===== src/rtl/mips_pkg.sv =====
`default_nettype none
// ============================================================================
//  Module      : mips_pkg
//  Description : Shared constants and types for the single-cycle MIPS
//                datapath (register file / writeback select slice).
//  Revision    : 1.0 - initial release
// ============================================================================
package mips_pkg;

    localparam int DATA_W   = 32;
    localparam int ADDR_W   = 5;
    localparam int LINK_REG = 31;
    localparam int REG_ZERO = 0;

    typedef logic [DATA_W-1:0] word_t;
    typedef logic [ADDR_W-1:0] reg_idx_t;

endpackage : mips_pkg
`default_nettype wire


===== src/rtl/reg_file_wb_if.sv =====
`default_nettype none
// ============================================================================
//  Module      : reg_file_wb_if
//  Description : Bus bundle between the controller/datapath side (master)
//                and the register file + writeback stage (slave).
//  Revision    : 1.0 - initial release
// ============================================================================
interface reg_file_wb_if #(
    parameter int DATA_W = mips_pkg::DATA_W,
    parameter int ADDR_W = mips_pkg::ADDR_W,
    parameter int CNT_W  = 32
);
    // Instruction fields
    logic [ADDR_W-1:0] rs_addr;
    logic [ADDR_W-1:0] rt_addr;
    logic [ADDR_W-1:0] rd_addr;
    // Controller outputs
    logic              RegDst;
    logic              RegJal;
    logic              DataJal;
    logic              RegWrite;
    logic              MemToReg;
    // Write data sources
    logic [DATA_W-1:0] alu_result;
    logic [DATA_W-1:0] mem_rdata;
    logic [DATA_W-1:0] pc_plus4;
    // Read ports
    logic [DATA_W-1:0] rs_data;
    logic [DATA_W-1:0] rt_data;
    logic [ADDR_W-1:0] dbg_addr;
    logic [DATA_W-1:0] dbg_data;
    // Writeback observation
    logic              wb_en;
    logic [ADDR_W-1:0] wb_addr;
    logic [DATA_W-1:0] wb_data;
    logic [CNT_W-1:0]  commit_cnt;

    modport master (
        output rs_addr, rt_addr, rd_addr,
        output RegDst, RegJal, DataJal, RegWrite, MemToReg,
        output alu_result, mem_rdata, pc_plus4, dbg_addr,
        input  rs_data, rt_data, dbg_data,
        input  wb_en, wb_addr, wb_data, commit_cnt
    );

    modport slave (
        input  rs_addr, rt_addr, rd_addr,
        input  RegDst, RegJal, DataJal, RegWrite, MemToReg,
        input  alu_result, mem_rdata, pc_plus4, dbg_addr,
        output rs_data, rt_data, dbg_data,
        output wb_en, wb_addr, wb_data, commit_cnt
    );

endinterface : reg_file_wb_if
`default_nettype wire


===== src/rtl/wb_select.sv =====
`default_nettype none
// ============================================================================
//  Module      : wb_select
//  Description : Combinational writeback select: destination index, write
//                data and write enable from the controller signals.
//  Revision    : 1.0 - initial release
// ============================================================================
module wb_select #(
    parameter int DATA_W   = mips_pkg::DATA_W,
    parameter int ADDR_W   = mips_pkg::ADDR_W,
    parameter int LINK_REG = mips_pkg::LINK_REG
) (
    input  wire logic [ADDR_W-1:0] i_rt_addr,
    input  wire logic [ADDR_W-1:0] i_rd_addr,
    input  wire logic              i_reg_dst,
    input  wire logic              i_reg_jal,
    input  wire logic              i_data_jal,
    input  wire logic              i_reg_write,
    input  wire logic              i_mem_to_reg,
    input  wire logic [DATA_W-1:0] i_alu_result,
    input  wire logic [DATA_W-1:0] i_mem_rdata,
    input  wire logic [DATA_W-1:0] i_pc_plus4,
    output logic                   o_wb_en,
    output logic [ADDR_W-1:0]      o_wb_addr,
    output logic [DATA_W-1:0]      o_wb_data
);

    localparam logic [ADDR_W-1:0] c_link_idx = ADDR_W'(LINK_REG);
    localparam logic [ADDR_W-1:0] c_zero_idx = ADDR_W'(mips_pkg::REG_ZERO);

    // jal overrides both the destination and the data choice; note that
    // MemToReg=1 picks the ALU result (its polarity is inverted vs. textbook)
    always_comb begin
        o_wb_addr = i_reg_jal  ? c_link_idx
                  : (i_reg_dst ? i_rd_addr : i_rt_addr);
        o_wb_data = i_data_jal ? i_pc_plus4
                  : (i_mem_to_reg ? i_alu_result : i_mem_rdata);
        o_wb_en   = i_reg_write && (o_wb_addr != c_zero_idx);
    end

endmodule : wb_select
`default_nettype wire


===== src/rtl/reg_file_wb.sv =====
`default_nettype none
// ============================================================================
//  Module      : reg_file_wb
//  Description : MIPS register file with writeback select, two async read
//                ports, a debug read port and a commit counter.
//  Revision    : 1.0 - initial release
// ============================================================================
module reg_file_wb #(
    parameter int DATA_W   = mips_pkg::DATA_W,
    parameter int ADDR_W   = mips_pkg::ADDR_W,
    parameter int NUM_REGS = 32,
    parameter int LINK_REG = mips_pkg::LINK_REG,
    parameter int CNT_W    = 32
) (
    input  wire logic     clk,
    input  wire logic     rst_n,
    reg_file_wb_if.slave  bus
);

    localparam logic [ADDR_W-1:0] c_zero_idx = ADDR_W'(mips_pkg::REG_ZERO);

    logic                   w_wb_en;
    logic [ADDR_W-1:0]      w_wb_addr;
    logic [DATA_W-1:0]      w_wb_data;
    logic [DATA_W-1:0]      r_regs [NUM_REGS];
    logic [CNT_W-1:0]       r_commit_cnt;

    wb_select #(
        .DATA_W   (DATA_W),
        .ADDR_W   (ADDR_W),
        .LINK_REG (LINK_REG)
    ) u_wb_select (
        .i_rt_addr    (bus.rt_addr),
        .i_rd_addr    (bus.rd_addr),
        .i_reg_dst    (bus.RegDst),
        .i_reg_jal    (bus.RegJal),
        .i_data_jal   (bus.DataJal),
        .i_reg_write  (bus.RegWrite),
        .i_mem_to_reg (bus.MemToReg),
        .i_alu_result (bus.alu_result),
        .i_mem_rdata  (bus.mem_rdata),
        .i_pc_plus4   (bus.pc_plus4),
        .o_wb_en      (w_wb_en),
        .o_wb_addr    (w_wb_addr),
        .o_wb_data    (w_wb_data)
    );

    // Commit one write per edge; reset clears the whole array without a clock.
    // w_wb_en already excludes index 0, so r_regs[0] stays zero after reset.
    always_ff @(posedge clk or negedge rst_n) begin
        if (!rst_n) begin
            for (int i = 0; i < NUM_REGS; i++) begin
                r_regs[i] <= '0;
            end
        end else if (w_wb_en) begin
            r_regs[w_wb_addr] <= w_wb_data;
        end
    end

    // Count committed writes; wraps naturally at 2**CNT_W
    always_ff @(posedge clk or negedge rst_n) begin
        if (!rst_n) begin
            r_commit_cnt <= '0;
        end else if (w_wb_en) begin
            r_commit_cnt <= r_commit_cnt + 1'b1;
        end
    end

    // Unbypassed reads from current state; index 0 is hard-wired to zero
    always_comb begin
        bus.rs_data  = (bus.rs_addr  == c_zero_idx) ? '0 : r_regs[bus.rs_addr];
        bus.rt_data  = (bus.rt_addr  == c_zero_idx) ? '0 : r_regs[bus.rt_addr];
        bus.dbg_data = (bus.dbg_addr == c_zero_idx) ? '0 : r_regs[bus.dbg_addr];
    end

    // Expose the writeback decision and counter
    always_comb begin
        bus.wb_en      = w_wb_en;
        bus.wb_addr    = w_wb_addr;
        bus.wb_data    = w_wb_data;
        bus.commit_cnt = r_commit_cnt;
    end

endmodule : reg_file_wb
`default_nettype wire

===== src/flat_wrapper.sv =====
// flat-port wrapper written by rule: the top's interface ports become plain ports
module reg_file_wb_flat 
#(
    parameter int DATA_W   = mips_pkg::DATA_W,
    parameter int ADDR_W   = mips_pkg::ADDR_W,
    parameter int NUM_REGS = 32,
    parameter int LINK_REG = mips_pkg::LINK_REG,
    parameter int CNT_W    = 32
)
  (clk, rst_n, bus_rs_addr, bus_rt_addr, bus_rd_addr, bus_RegDst, bus_RegJal, bus_DataJal, bus_RegWrite, bus_MemToReg, bus_alu_result, bus_mem_rdata, bus_pc_plus4, bus_dbg_addr, bus_rs_data, bus_rt_data, bus_dbg_data, bus_wb_en, bus_wb_addr, bus_wb_data, bus_commit_cnt);
  reg_file_wb_if #(.DATA_W(DATA_W), .ADDR_W(ADDR_W), .CNT_W(CNT_W)) bus_i ();
  input  wire logic clk;
  input  wire logic rst_n;
  input wire logic [$bits(bus_i.rs_addr)-1:0] bus_rs_addr;
  input wire logic [$bits(bus_i.rt_addr)-1:0] bus_rt_addr;
  input wire logic [$bits(bus_i.rd_addr)-1:0] bus_rd_addr;
  input wire logic [$bits(bus_i.RegDst)-1:0] bus_RegDst;
  input wire logic [$bits(bus_i.RegJal)-1:0] bus_RegJal;
  input wire logic [$bits(bus_i.DataJal)-1:0] bus_DataJal;
  input wire logic [$bits(bus_i.RegWrite)-1:0] bus_RegWrite;
  input wire logic [$bits(bus_i.MemToReg)-1:0] bus_MemToReg;
  input wire logic [$bits(bus_i.alu_result)-1:0] bus_alu_result;
  input wire logic [$bits(bus_i.mem_rdata)-1:0] bus_mem_rdata;
  input wire logic [$bits(bus_i.pc_plus4)-1:0] bus_pc_plus4;
  input wire logic [$bits(bus_i.dbg_addr)-1:0] bus_dbg_addr;
  output wire logic [$bits(bus_i.rs_data)-1:0] bus_rs_data;
  output wire logic [$bits(bus_i.rt_data)-1:0] bus_rt_data;
  output wire logic [$bits(bus_i.dbg_data)-1:0] bus_dbg_data;
  output wire logic [$bits(bus_i.wb_en)-1:0] bus_wb_en;
  output wire logic [$bits(bus_i.wb_addr)-1:0] bus_wb_addr;
  output wire logic [$bits(bus_i.wb_data)-1:0] bus_wb_data;
  output wire logic [$bits(bus_i.commit_cnt)-1:0] bus_commit_cnt;
  assign bus_i.rs_addr = bus_rs_addr;
  assign bus_i.rt_addr = bus_rt_addr;
  assign bus_i.rd_addr = bus_rd_addr;
  assign bus_i.RegDst = bus_RegDst;
  assign bus_i.RegJal = bus_RegJal;
  assign bus_i.DataJal = bus_DataJal;
  assign bus_i.RegWrite = bus_RegWrite;
  assign bus_i.MemToReg = bus_MemToReg;
  assign bus_i.alu_result = bus_alu_result;
  assign bus_i.mem_rdata = bus_mem_rdata;
  assign bus_i.pc_plus4 = bus_pc_plus4;
  assign bus_i.dbg_addr = bus_dbg_addr;
  assign bus_rs_data = bus_i.rs_data;
  assign bus_rt_data = bus_i.rt_data;
  assign bus_dbg_data = bus_i.dbg_data;
  assign bus_wb_en = bus_i.wb_en;
  assign bus_wb_addr = bus_i.wb_addr;
  assign bus_wb_data = bus_i.wb_data;
  assign bus_commit_cnt = bus_i.commit_cnt;
  reg_file_wb #(.DATA_W(DATA_W), .ADDR_W(ADDR_W), .NUM_REGS(NUM_REGS), .LINK_REG(LINK_REG), .CNT_W(CNT_W)) u_core (.clk(clk), .rst_n(rst_n), .bus(bus_i));
endmodule

===== config.mk =====
export PLATFORM = sky130hd
export DESIGN_NAME = reg_file_wb_flat
export DESIGN_NICKNAME = d
export VERILOG_FILES = /design/src/rtl/mips_pkg.sv /design/src/rtl/reg_file_wb_if.sv /design/src/rtl/wb_select.sv /design/src/rtl/reg_file_wb.sv /design/src/flat_wrapper.sv
export SDC_FILE = /design/constraint.sdc
export NUM_CORES = 2
export LEC_CHECK = 0
export CAP_MARGIN = 20
export CORE_ASPECT_RATIO = 1.2
export CORE_UTILIZATION = 30
export DETAILED_ROUTE_END_ITERATION = 6
export HOLD_SLACK_MARGIN = 0.12
export PLACE_DENSITY = 0.46
export SLEW_MARGIN = 20
export SYNTH_ARGS = -nofsm -noshare
export SYNTH_HDL_FRONTEND = slang
export SYNTH_SLANG_ARGS = --single-unit

===== constraint.sdc =====
create_clock -name clk -period 4.2 [get_ports clk]
set_clock_uncertainty 0.2 [all_clocks]
set_input_delay 0.84 -clock clk [delete_from_list [all_inputs] [get_ports clk]]
set_output_delay 0.84 -clock clk [all_outputs]
set_load 0.01 [all_outputs]

==> results.txt <==
Crit Path Max Fanout: 10
total wire length: 293,000 um
drt drc: 0
Clock Root Buffer: clkbuf_16
Worst Tran Pin Value: 0.837 ns
total power divided by cell area: 399 mW/mm2
RSZ-0062 raised after global routing: yes
asr flop ratio synth: 1.00
synth unique cells: 67
DP Area: 0.0773 mm2
Reg clk slew, reported paths: 0.06 ns
Vias: 49,515
first-pass GRT wire length: 409,000 um
CTS tree: done
Critical Path Source Type: primary input
Final Hold Fails: 0
required time worst endpoint: 3.16 ns
Wirelength per Cell: 35.5 um
CP Capture Type: output port
CP Class: primary input to output port
Max Slew Vio Count: 0
fin crit period: 4.21 ns
Total GRT Usage: 0.260
status: finished, violations left
ys flop type: dfrtp_1
Placement Rows: 187
die width: 429 um
clk buf depth: 3
Yosys reg bits: 1,056
Worst EP arrival: 3.17 ns
I/O pins: 289
filler-free cell count of the finished design: 8,259
Seq/Total Area, Yosys: 0.403
period utilisation layout: 1.00
number of max-cap violations: 0
layout cells sized above 1: 0.522
LEAKAGE: 36.3 nW
post-route antenna net violation count: 0
initial antenna violation count: 26
Port Buffers: 288
Skew-Pair Late Insertion Delay: 0.78 ns
gpl congestion: 0.860
Avg Cell Area, Syn: 13.9 um2
die height: 514 um
Max Freq: 237 MHz
Final Cell Area: 0.0838 mm2
Mapped Area: 0.0656 mm2
total core area: 0.217 mm2
peak supply drop: 0.438 mV
H-tree levels: 4
vias per cell: 6.00
CTS Sinks: 1,056
Mapped Nets: 4,856
Final WS setup: -0.0142 ns
Initial Utilization: 0.302
vias in the first global route: 51,165
post-DP HPWL: 192,000 um
Hold Crit Class: flip-flop to flip-flop
drt pass-1 iters: 6
Final Setup Violations: 2
Pwr Total: 33.4 mW
Cells after Synth: 4,732
Synth Warn #: 0
TritonCTS Buffers: 130
Overflow after GRT: 0
full die area: 0.221 mm2
failing checks: negative setup slack
initial drt markers: 4,086
layout net count: 5,435
placed cell count: 7,950
area grow syn2layout: 27.8%
Slew headroom: 0.441
number of flops mapped to enable cells by yosys: 0
largest net degree at the start of global routing: 126
==> final timing paths <==
kind                                     startpoint                        end  slack, ns  depth (start not counted)
max                                 bus_dbg_addr[4]           bus_dbg_data[15]      -0.01                          8
min                             u_core.r_regs[1006]        u_core.r_regs[1006]       0.22                          0
max reg2reg                u_core.bus.commit_cnt[6]  u_core.bus.commit_cnt[31]       1.60                          4
min reg2reg                     u_core.r_regs[1006]        u_core.r_regs[1006]       0.22                          0
max in group asynchronous                     rst_n        u_core.r_regs[1009]       2.13                          3
min in group asynchronous                     rst_n         u_core.r_regs[543]       0.43                          2
==> layout by cell type (no fill, tap or decap), drive strengths merged, types with 16 or more instances in the layout <==
cell type / netlist / final
o221a: 18 / 18
a2111oi: 16 / 16
clkdlybuf4s50: 0 / 237
xnor2: 18 / 18
nand2: 157 / 157
o22ai: 18 / 18
o2111ai: 32 / 32
a22oi: 78 / 78
a221oi: 60 / 60
buf: 267 / 740
o211a: 19 / 19
dfrtp: 1056 / 1056
nand4: 25 / 25
mux2: 1126 / 1126
a311oi: 65 / 65
mux4: 594 / 594
mux2i: 347 / 347
nor2b: 75 / 75
clkinv: 0 / 26
o21ai: 162 / 162
a21oi: 37 / 37
o221ai: 46 / 46
clkbuf: 302 / 198
a211oi: 98 / 98
==> sequential cells by signal, summed over array words and instances, names as in the netlist <==
signal                 count
u_core.r_regs           1024
u_core.bus.commit_cnt     32
==> per-layer routing <==
| metal | track usage | up-vias | wire, um |
|---|---|---|---|
| li1 | - | 19970 | - |
| met1 | 0.330 | 26966 | 119000 |
| met2 | 0.436 | 1989 | 144000 |
| met3 | 0.0385 | 580 | 15400 |
| met4 | 0.119 | 10 | 14600 |
| met5 | 0 | - | 64 |
==> timing repair <==
item                                    4_1_cts  5_1_grt
hold endpoints to repair                     19        0
cloned                                        6        7
pin swaps                                    20       25
endpoints found under the setup margin       87       60
buffers inserted                             11       39
gates resized for setup                     173       98
hold buffers                                  1        0
==> area by class of cell <==
cell class              instances  area [um2]
well taps                    2835        3550
multi-input cells            3101       37800
fillers                     20385      133000
clock buffers                 190        3950
inverters                       6        30.0
flip-flops and latches       1056       26400
diodes                         10        25.0
clock inverters                45         624
repair buffers               1016       11400
==> per-stage QoR <==
step                setup TNS, ns  hold slack [ns]  worst slack [ns]  utilization
floorplan                       0            0.258             0.466            -
global placement           -14.78            0.196            -0.606        0.356
detailed placement         -13.39            0.207            -0.550        0.356
CTS                        -0.267            0.221           -0.0902        0.382
global route              -0.0225            0.232           -0.0106        0.386
finish                    -0.0222            0.220           -0.0142        0.386
==> report_power, final <==
group          switching, mW  leakage, nW  internal (mW)  total, mW
clock                   4.87         2.26           7.28       12.1
sequential              1.64         14.1           11.7       13.3
combinational           3.52         20.0           4.43       7.95
==> synth_stat cells, drive strengths merged (2+ instances only) <==
master	count	area [um2]
a221oi	60	526
or3b	7	61.3
nor3b	4	57.6
and3	6	37.5
dfrtp	1056	26400
nand3b	6	45.0
nor2b	75	469
o2111ai	32	280
a311oi	65	576
mux2i	347	3480
o211a	19	190
a211o	2	17.5
nand4	25	175
o221a	18	203
or4	3	22.5
nand2	157	589
xor2	13	114
nor2	15	56.3
o21ai	162	811
a211oi	98	748
a2111oi	16	234
mux4	594	13400
a22oi	78	586
clkbuf	302	1130
o211ai	5	37.5
xnor2	18	158
nor4b	3	56.3
a21oi	37	193
nand2b	6	37.5
and2	7	43.8
or2	3	21.3
buf	267	1400
nor3	11	80.1
o22ai	18	113
o221ai	46	403
inv	6	22.5
nor4	4	40.0
mux2	1126	12700
nand3	9	45.0
==> worst max-delay path, cell delays in order <==
cell             delay, ns
buf_2                 0.09
buf_4                 0.31
nand2b_4              0.35
buf_6                 0.28
o21ai_1               0.13
a311oi_2              0.44
buf_4                 0.19
clkdlybuf4s50_1       0.53
==> kinds of logic (layout without fill, tap and decap cells) <==
family | Yosys count | after routing | share of synthesized area
mux | 2067 | 2067 | 0.450
flops | 1056 | 1056 | 0.403
compound gates | 658 | 658 | 0.0752
buf+inv | 575 | 1257 | 0.0389
simple gates | 344 | 344 | 0.0284
xor+xnor | 31 | 31 | 0.00414
fa+ha+maj | 1 | 1 | 0.000191
other cells | 0 | 10 | 0
Note: power is estimated with default switching activity, not from simulation.
